===== src/rtl/game_pkg.sv =====
`default_nettype none
// ============================================================================
//  Package : game_pkg
//  Shared types and constants for the whack-a-mole round sequencer:
//  state encoding, display colour codes, and the LFSR seed/tap mask.
//  Revision: 1.0
// ============================================================================
package game_pkg;

  // Round sequencer states
  typedef enum logic [2:0] {
    IDLE     = 3'd0,
    SPAWN    = 3'd1,
    WAIT_HIT = 3'd2,
    BOOM     = 3'd3,
    MISS     = 3'd4,
    OVER     = 3'd5
  } state_t;

  // Display colour codes; OFF is never shown while the display is enabled
  localparam logic [1:0] OFF = 2'b00;
  localparam logic [1:0] C1  = 2'b01;
  localparam logic [1:0] C2  = 2'b10;
  localparam logic [1:0] C3  = 2'b11;

  // 8-bit Fibonacci LFSR, taps 8,6,5,4 -> bit positions 7,5,4,3
  localparam logic [7:0] LFSR_SEED = 8'hA5;
  localparam logic [7:0] LFSR_TAPS = 8'hB8;

  // One LFSR advance: shift left, feedback parity of tapped bits into bit 0
  function automatic logic [7:0] lfsr_next(input logic [7:0] q);
    return {q[6:0], ^(q & LFSR_TAPS)};
  endfunction

  // Colour rotation C1 -> C2 -> C3 -> C1; OFF is folded back to C1
  function automatic logic [1:0] color_next(input logic [1:0] c);
    return ((c == C3) || (c == OFF)) ? C1 : (c + 2'd1);
  endfunction

endpackage
`default_nettype wire


===== src/rtl/mole_round_ctrl_lfsr8.sv =====
`default_nettype none
// ============================================================================
//  Module  : lfsr8
//  Free-running 8-bit Fibonacci LFSR. Advances once per cycle, or twice
//  when step2 is high. A non-zero seed keeps it out of the all-zero state.
//  Revision: 1.0
// ============================================================================
module lfsr8
  import game_pkg::*;
(
  input  logic       clk,
  input  logic       rst,
  input  logic       step2,
  output logic [7:0] q
);

  logic [7:0] r_q;
  logic [7:0] w_one;
  logic [7:0] w_two;

  assign w_one = lfsr_next(r_q);
  assign w_two = lfsr_next(w_one);
  assign q     = r_q;

  // Shift register: one step normally, two steps when the extra advance is requested
  always_ff @(posedge clk) begin
    if (rst) begin
      r_q <= LFSR_SEED;
    end else begin
      r_q <= step2 ? w_two : w_one;
    end
  end

endmodule
`default_nettype wire


===== src/rtl/mole_round_ctrl.sv =====
`default_nettype none
// ============================================================================
//  Module  : mole_round_ctrl
//  Round sequencer for the 4x4 whack-a-mole game. Spawns a pseudo-random
//  target, times the response window, runs the boom animation on a hit,
//  deducts a life on a miss/timeout, and tracks score and lives.
//  Revision: 1.0
// ============================================================================
module mole_round_ctrl
  import game_pkg::*;
#(
  parameter int unsigned WIN_INIT = 20_000_000,
  parameter int unsigned WIN_STEP = 2_000_000,
  parameter int unsigned WIN_MIN  = 4_000_000,
  parameter int unsigned GAP      = 5_000_000,
  parameter int unsigned LIVES    = 3
) (
  input  logic       clk,
  input  logic       rst,
  input  logic       start,
  input  logic       key_valid,
  input  logic [3:0] key_pos,
  input  logic       finish_boom,
  output logic       disp_en,
  output logic [3:0] pos,
  output logic [1:0] color,
  output logic       show_boom,
  output logic [7:0] score,
  output logic [2:0] lives,
  output logic       game_over
);

  localparam logic [24:0] c_WIN_INIT   = 25'(WIN_INIT);
  localparam logic [24:0] c_WIN_STEP   = 25'(WIN_STEP);
  localparam logic [24:0] c_WIN_MIN    = 25'(WIN_MIN);
  localparam logic [24:0] c_GAP_LOAD   = 25'(GAP - 1);
  localparam logic [25:0] c_WIN_THRESH = 26'(WIN_MIN) + 26'(WIN_STEP);
  localparam logic [2:0]  c_LIVES      = 3'(LIVES);

  state_t      r_state;
  state_t      w_state_nxt;
  logic        r_first;      // high during the first cycle spent in a state
  logic [24:0] r_cnt;        // window / gap down-counter
  logic [24:0] r_window;     // current response window
  logic [1:0]  r_hits;       // hits modulo 4, drives window shrink
  logic [7:0]  r_score;
  logic [2:0]  r_lives;
  logic [3:0]  r_pos;
  logic [1:0]  r_color;
  logic        r_disp_en;
  logic        r_show_boom;
  logic        r_game_over;

  logic [7:0]  w_lfsr;
  logic [3:0]  w_cand;
  logic [3:0]  w_lfsr_hi_unused;
  logic        w_reload;
  logic        w_take;
  logic        w_score_evt;
  logic        w_miss_evt;
  logic [2:0]  w_lives_after;
  logic [24:0] w_win_dec;

  lfsr8 u_lfsr8 (
    .clk   (clk),
    .rst   (rst),
    .step2 (r_state == SPAWN),
    .q     (w_lfsr)
  );

  assign {w_lfsr_hi_unused, w_cand} = w_lfsr;

  // First-cycle actions of BOOM and MISS
  assign w_score_evt   = (r_state == BOOM) && r_first;
  assign w_miss_evt    = (r_state == MISS) && r_first;
  assign w_lives_after = w_miss_evt ? (r_lives - 3'd1) : r_lives;

  // Shrunk window, clamped at the floor without wrapping below zero
  assign w_win_dec = ({1'b0, r_window} >= c_WIN_THRESH) ? (r_window - c_WIN_STEP) : c_WIN_MIN;

  // Next-state decode plus the reload/latch strobes that accompany transitions
  always_comb begin
    w_state_nxt = r_state;
    w_reload    = 1'b0;
    w_take      = 1'b0;
    case (r_state)
      IDLE, OVER: begin
        if (start) begin
          w_state_nxt = SPAWN;
          w_reload    = 1'b1;
        end
      end
      SPAWN: begin
        if (w_cand != r_pos) begin
          w_state_nxt = WAIT_HIT;
          w_take      = 1'b1;
        end
      end
      WAIT_HIT: begin
        // A key in the final window cycle takes priority over the timeout
        if (key_valid) begin
          w_state_nxt = (key_pos == r_pos) ? BOOM : MISS;
        end else if (r_cnt == 25'd0) begin
          w_state_nxt = MISS;
        end
      end
      BOOM: begin
        if (!r_first && finish_boom) begin
          w_state_nxt = SPAWN;
        end
      end
      MISS: begin
        if (r_cnt == 25'd0) begin
          w_state_nxt = (w_lives_after == 3'd0) ? OVER : SPAWN;
        end
      end
      default: begin
        w_state_nxt = IDLE;
      end
    endcase
  end

  // State register and first-cycle marker
  always_ff @(posedge clk) begin
    if (rst) begin
      r_state <= IDLE;
      r_first <= 1'b0;
    end else begin
      r_state <= w_state_nxt;
      r_first <= (w_state_nxt != r_state);
    end
  end

  // Down-counter: loaded with window-1 on spawn and GAP-1 on MISS entry, so
  // the state lasts exactly that many cycles before the zero test fires
  always_ff @(posedge clk) begin
    if (rst) begin
      r_cnt <= 25'd0;
    end else if (w_take) begin
      r_cnt <= r_window - 25'd1;
    end else if ((w_state_nxt == MISS) && (r_state != MISS)) begin
      r_cnt <= c_GAP_LOAD;
    end else if (((r_state == WAIT_HIT) || (r_state == MISS)) && (r_cnt != 25'd0)) begin
      r_cnt <= r_cnt - 25'd1;
    end
  end

  // Score, lives, hit counter and window, reloaded at the start of each game
  always_ff @(posedge clk) begin
    if (rst || w_reload) begin
      r_score  <= 8'd0;
      r_lives  <= c_LIVES;
      r_hits   <= 2'd0;
      r_window <= c_WIN_INIT;
    end else begin
      if (w_score_evt) begin
        if (r_score != 8'hFF) begin
          r_score <= r_score + 8'd1;
        end
        r_hits <= r_hits + 2'd1;
        if (r_hits == 2'd3) begin
          r_window <= w_win_dec;
        end
      end
      if (w_miss_evt) begin
        r_lives <= w_lives_after;
      end
    end
  end

  // Target cell and colour, latched when a spawn candidate is accepted
  always_ff @(posedge clk) begin
    if (rst) begin
      r_pos   <= 4'd0;
      r_color <= C3;
    end else if (w_take) begin
      r_pos   <= w_cand;
      r_color <= color_next(r_color);
    end
  end

  // Display controls registered from the next state so they track it exactly
  always_ff @(posedge clk) begin
    if (rst) begin
      r_disp_en   <= 1'b0;
      r_show_boom <= 1'b0;
      r_game_over <= 1'b0;
    end else begin
      r_disp_en   <= (w_state_nxt == WAIT_HIT) || (w_state_nxt == BOOM);
      r_show_boom <= (w_state_nxt == BOOM);
      r_game_over <= (w_state_nxt == OVER);
    end
  end

  assign disp_en   = r_disp_en;
  assign pos       = r_pos;
  assign color     = r_color;
  assign show_boom = r_show_boom;
  assign score     = r_score;
  assign lives     = r_lives;
  assign game_over = r_game_over;

endmodule
`default_nettype wire

===== config.mk =====
export PLATFORM = sky130hd
export DESIGN_NAME = mole_round_ctrl
export DESIGN_NICKNAME = d
export VERILOG_FILES = /design/src/rtl/game_pkg.sv /design/src/rtl/mole_round_ctrl_lfsr8.sv /design/src/rtl/mole_round_ctrl.sv
export SDC_FILE = /design/constraint.sdc
export NUM_CORES = 1
export LEC_CHECK = 0
export ABC_AREA = 1
export BUFFER_PORTS_ARGS = -buffer_cell sky130_fd_sc_hd__buf_2
export CELL_PAD_IN_SITES_DETAIL_PLACEMENT = 1
export CELL_PAD_IN_SITES_GLOBAL_PLACEMENT = 1
export CORE_ASPECT_RATIO = 1.2
export CORE_MARGIN = 2
export CORE_UTILIZATION = 40
export CTS_BUF_LIST = sky130_fd_sc_hd__clkbuf_4
export DETAILED_ROUTE_END_ITERATION = 7
export GPL_TIMING_DRIVEN = 1
export PLACE_DENSITY_LB_ADDON = 0.1
export SYNTH_ARGS = -nofsm -noshare
export SYNTH_HDL_FRONTEND = slang
export SYNTH_HIERARCHICAL = 1
export SYNTH_SLANG_ARGS = --single-unit

===== constraint.sdc =====
create_clock -name clk -period 4.5 [get_ports clk]
set_input_delay 0.225 -clock clk [delete_from_list [all_inputs] [get_ports clk]]
set_output_delay 0.225 -clock clk [all_outputs]
set_load 0.03 [all_outputs]

==> results.yml <==
global_routing:
  track_usage_pct: 21.6
  grt_max_degree: 29
  grt_pass1_wl_um: 22600
  globalRouteMet1Util_pct: 25.8
  grt_pass1_vias: 4829
  antenna_found_initial: 1
  gr-total-overflow: 0
  use_met2_pct: 39.7
  top_usage_layer: "met2"
  grt_use_met3_pct: 3.56
power_and_ir_drop:
  power.leakage_nw: 2.30
  p_int_mw: 1.45
  power_frac_comb_pct: 47.5
  switching_share_pct: 47.7
  peakVddDrop_mv: 0.155
  pwr-share-seq_pct: 36.7
  finalPower_mw: 2.76
  powerDensity_mw_per_mm2: 540
  pwr-share-clk_pct: 15.8
  switchingPower_mw: 1.32
setup_path:
  cp.required_ns: 4.85
  endpoint_kind: "flop"
  cp_max_fo: 28
  arrival_ns: 3.23
  cp_slowest_cell: "a21boi_2"
  critical_path_class: "reg2reg"
  critPathMaxStageDelay_ns: 0.75
  cp_common_cell: "inv_2"
  start_kind: "flop"
  crit_chain: "inv_2, nor3_4, a21boi_2, inv_2, nand3_4, inv_2, nor2_1, a21oi_1"
  reg2reg_depth: 8
floorplanning:
  dieArea_mm2: 0.0128
  core_mm2: 0.0116
  std_cell_rows: 43
  fp.dieH_um: 124
  die_w_um: 104
  start_util_pct: 41.0
  boundaryPins: 29
logic_synthesis:
  synth_nets: 748
  ys_warn_count: 6
  synth_top_cell_by_area: "dfxtp_1"
  synth_area_mm2: 0.00477
  synth_cell_type_count: 43
  synth-seq-cells: 77
  synth_area_leaders: "dfxtp_1 (32%), nand2_1 (11%), nor2_1 (8.5%)"
  synthCells: 731
  seq_area_frac_synth_pct: 32.3
  syn_avg_cell_area_um2: 6.52
  synth_top_area_share_pct: 32.3
timing:
  period_share_pct: 63.9
  whs_ns: 0.130
  finalMaxSlewViolations: 0
  final.min_clock_period_ns: 2.88
  worst_pin_slew_ns: 0.845
  setup_viol: 0
  final_hold_viol_count: 0
  fmax_mhz: 348
  rsz0062_at_grt: "no"
  maxSlewHeadroom_pct: 43.4
  skew_ns: 0.0108
  finalSetupTns_ns: 0
routing:
  routedWlPerCell_um: 14.7
  dr.pass1.iters: 4
  routed_wirelength_um: 13400
  first_iter_violations: 156
  drtAntennaViolNets: 0
  dr_total_vias: 4759
  via_per_inst: 5.22
  drcViolationCount: 0
place:
  port_buffers: 28
  gp_congestion: 0.860
  dp_hpwl_um: 10400
clock_tree:
  post_cts_buffers: 0
  clkSinkCount: 77
  clock_path_buffers: 2
  tritoncts: "yes"
  htreeDepth: 3
  root_buffer: "clkbuf_4"
  insertion_delay_ns: 0.44
  numCtsBuffers: 9
  path_clk_slew_ns: 0.14
  ctsHoldBuffers: 0
  post_cts_resized: 0
min_path:
  hold_depth: 3
  worstHoldPathType: "in2reg"
finish:
  final_util_pct: 44.1
  layout.nets: 767
  drive_gt1_share_pct: 9.81
  syn_to_final_growth_pct: 7.37
status:
  outcome: "finished clean"
run:
  drv_cap: 0
[worst max-delay path, delay by kind of cell, from the launching register on]
family          cells  cell delay, ns
compound gates      2            0.82
buf+inv             3            0.59
flops               1            0.49
simple gates        3            0.86
[power groups by stage]
stage               sequential (mW)  clock [mW]  combinational [mW]
global route                   1.04       0.475                1.50
CTS                            1.01       0.451                1.32
detailed placement             1.03           0                1.31
floorplan                      1.01           0                1.03
finish                         1.01       0.436                1.31
global placement               1.02           0                1.27
[layer usage]
metal,vias up,wire [µm]
met3,12,304
met5,-,0
li1,2413,-
met2,47,6800
met1,2287,6120
met4,0,177
[placed cells by master, fill, tap and decap left out, types with 6 or more instances in the layout]
cell / netlist / layout
ha_1: 8 / 8
a21oi_1: 48 / 48
nand2_1: 143 / 143
nor2_1: 108 / 108
clkbuf_4: 0 / 9
buf_2: 6 / 28
a31oi_1: 7 / 7
nand4_1: 19 / 19
xnor2_1: 8 / 8
o21ai_0: 55 / 55
nand3_1: 38 / 38
inv_1: 98 / 98
xor2_1: 25 / 25
dfxtp_1: 77 / 77
nor3_1: 15 / 15
nor4_1: 6 / 6
o211ai_1: 6 / 6
[per-stage QoR]
step                area (µm²)  cells  worst slack, ns
finish                    5120    912             1.62
global placement          4990    896             1.81
detailed placement        4990    896             1.64
floorplan                 4770    731             2.70
CTS                       5120    911             1.60
global route              5120    912             1.26
[worst paths after layout]
check	endpoint	start	slack, ns
setup / recovery	r_cnt[24]$_SDFFE_PP0P_	r_state[0]$_SDFF_PP0_	1.62
hold / removal	lives[0]$_SDFFE_PP1P_	start	0.13
setup reg to reg	r_cnt[24]$_SDFFE_PP0P_	r_state[0]$_SDFF_PP0_	1.62
hold reg to reg	r_hits[1]$_SDFFE_PP0P_	r_hits[1]$_SDFFE_PP0P_	0.49
[cell usage after synthesis]
library cell and instances:
nor3_4 1, inv_1 98, nand3_4 1, o21ai_1 5
o21ai_0 55, buf_1 1, buf_2 6, a21oi_1 48
o22ai_1 4, and2_1 1, inv_2 5, nor3b_1 2
nand2_1 143, nor3_1 15, o211ai_1 6, nor2_2 4
nor4_1 6, nand3_2 3, xor2_1 25, nor2_1 108
nand4_1 19, buf_6 4, buf_4 2, and3_1 2
clkbuf_1 7, nand2_2 4, a211oi_2 1, o31ai_1 3
nand4_2 1, a21oi_4 1, nor3_2 1, dfxtp_1 77
nand2_4 2, nand3b_1 2, xnor2_1 8, ha_1 8
clkinv_2 1, a31oi_1 7, nand3_1 38, nor2_4 1
a21boi_2 1, or2_2 3, o21ai_2 1
[registers in the layout, indices dropped and copies added, names as in the netlist, 2 cells and up]
signal / flops
r_window: 18
r_hits: 2
u_lfsr8/q: 8
pos: 4
color: 2
r_cnt: 25
lives: 3
r_state: 3
score: 8
[logic make-up after synthesis]
family                   synth area share (%)
AND/OR/NAND/NOR                          33.6
buffers and inverters                    10.7
XOR/XNOR                                 6.06
adder cells (fa/ha/maj)                  2.10
AO/OA/AOI/OAI                            15.2
flip-flops                               32.3
[final cells by class]
cell class	instances	area (µm²)
repair buffers	28	140
flip-flops and latches	77	1540
well taps	157	196
inverters	104	392
clock buffers	9	67.6
clock inverters	6	65.1
multi-input cells	530	2720
diodes	1	2.50
fillers	1596	6500
No activity file was read; power rests on OpenSTA's default activity.
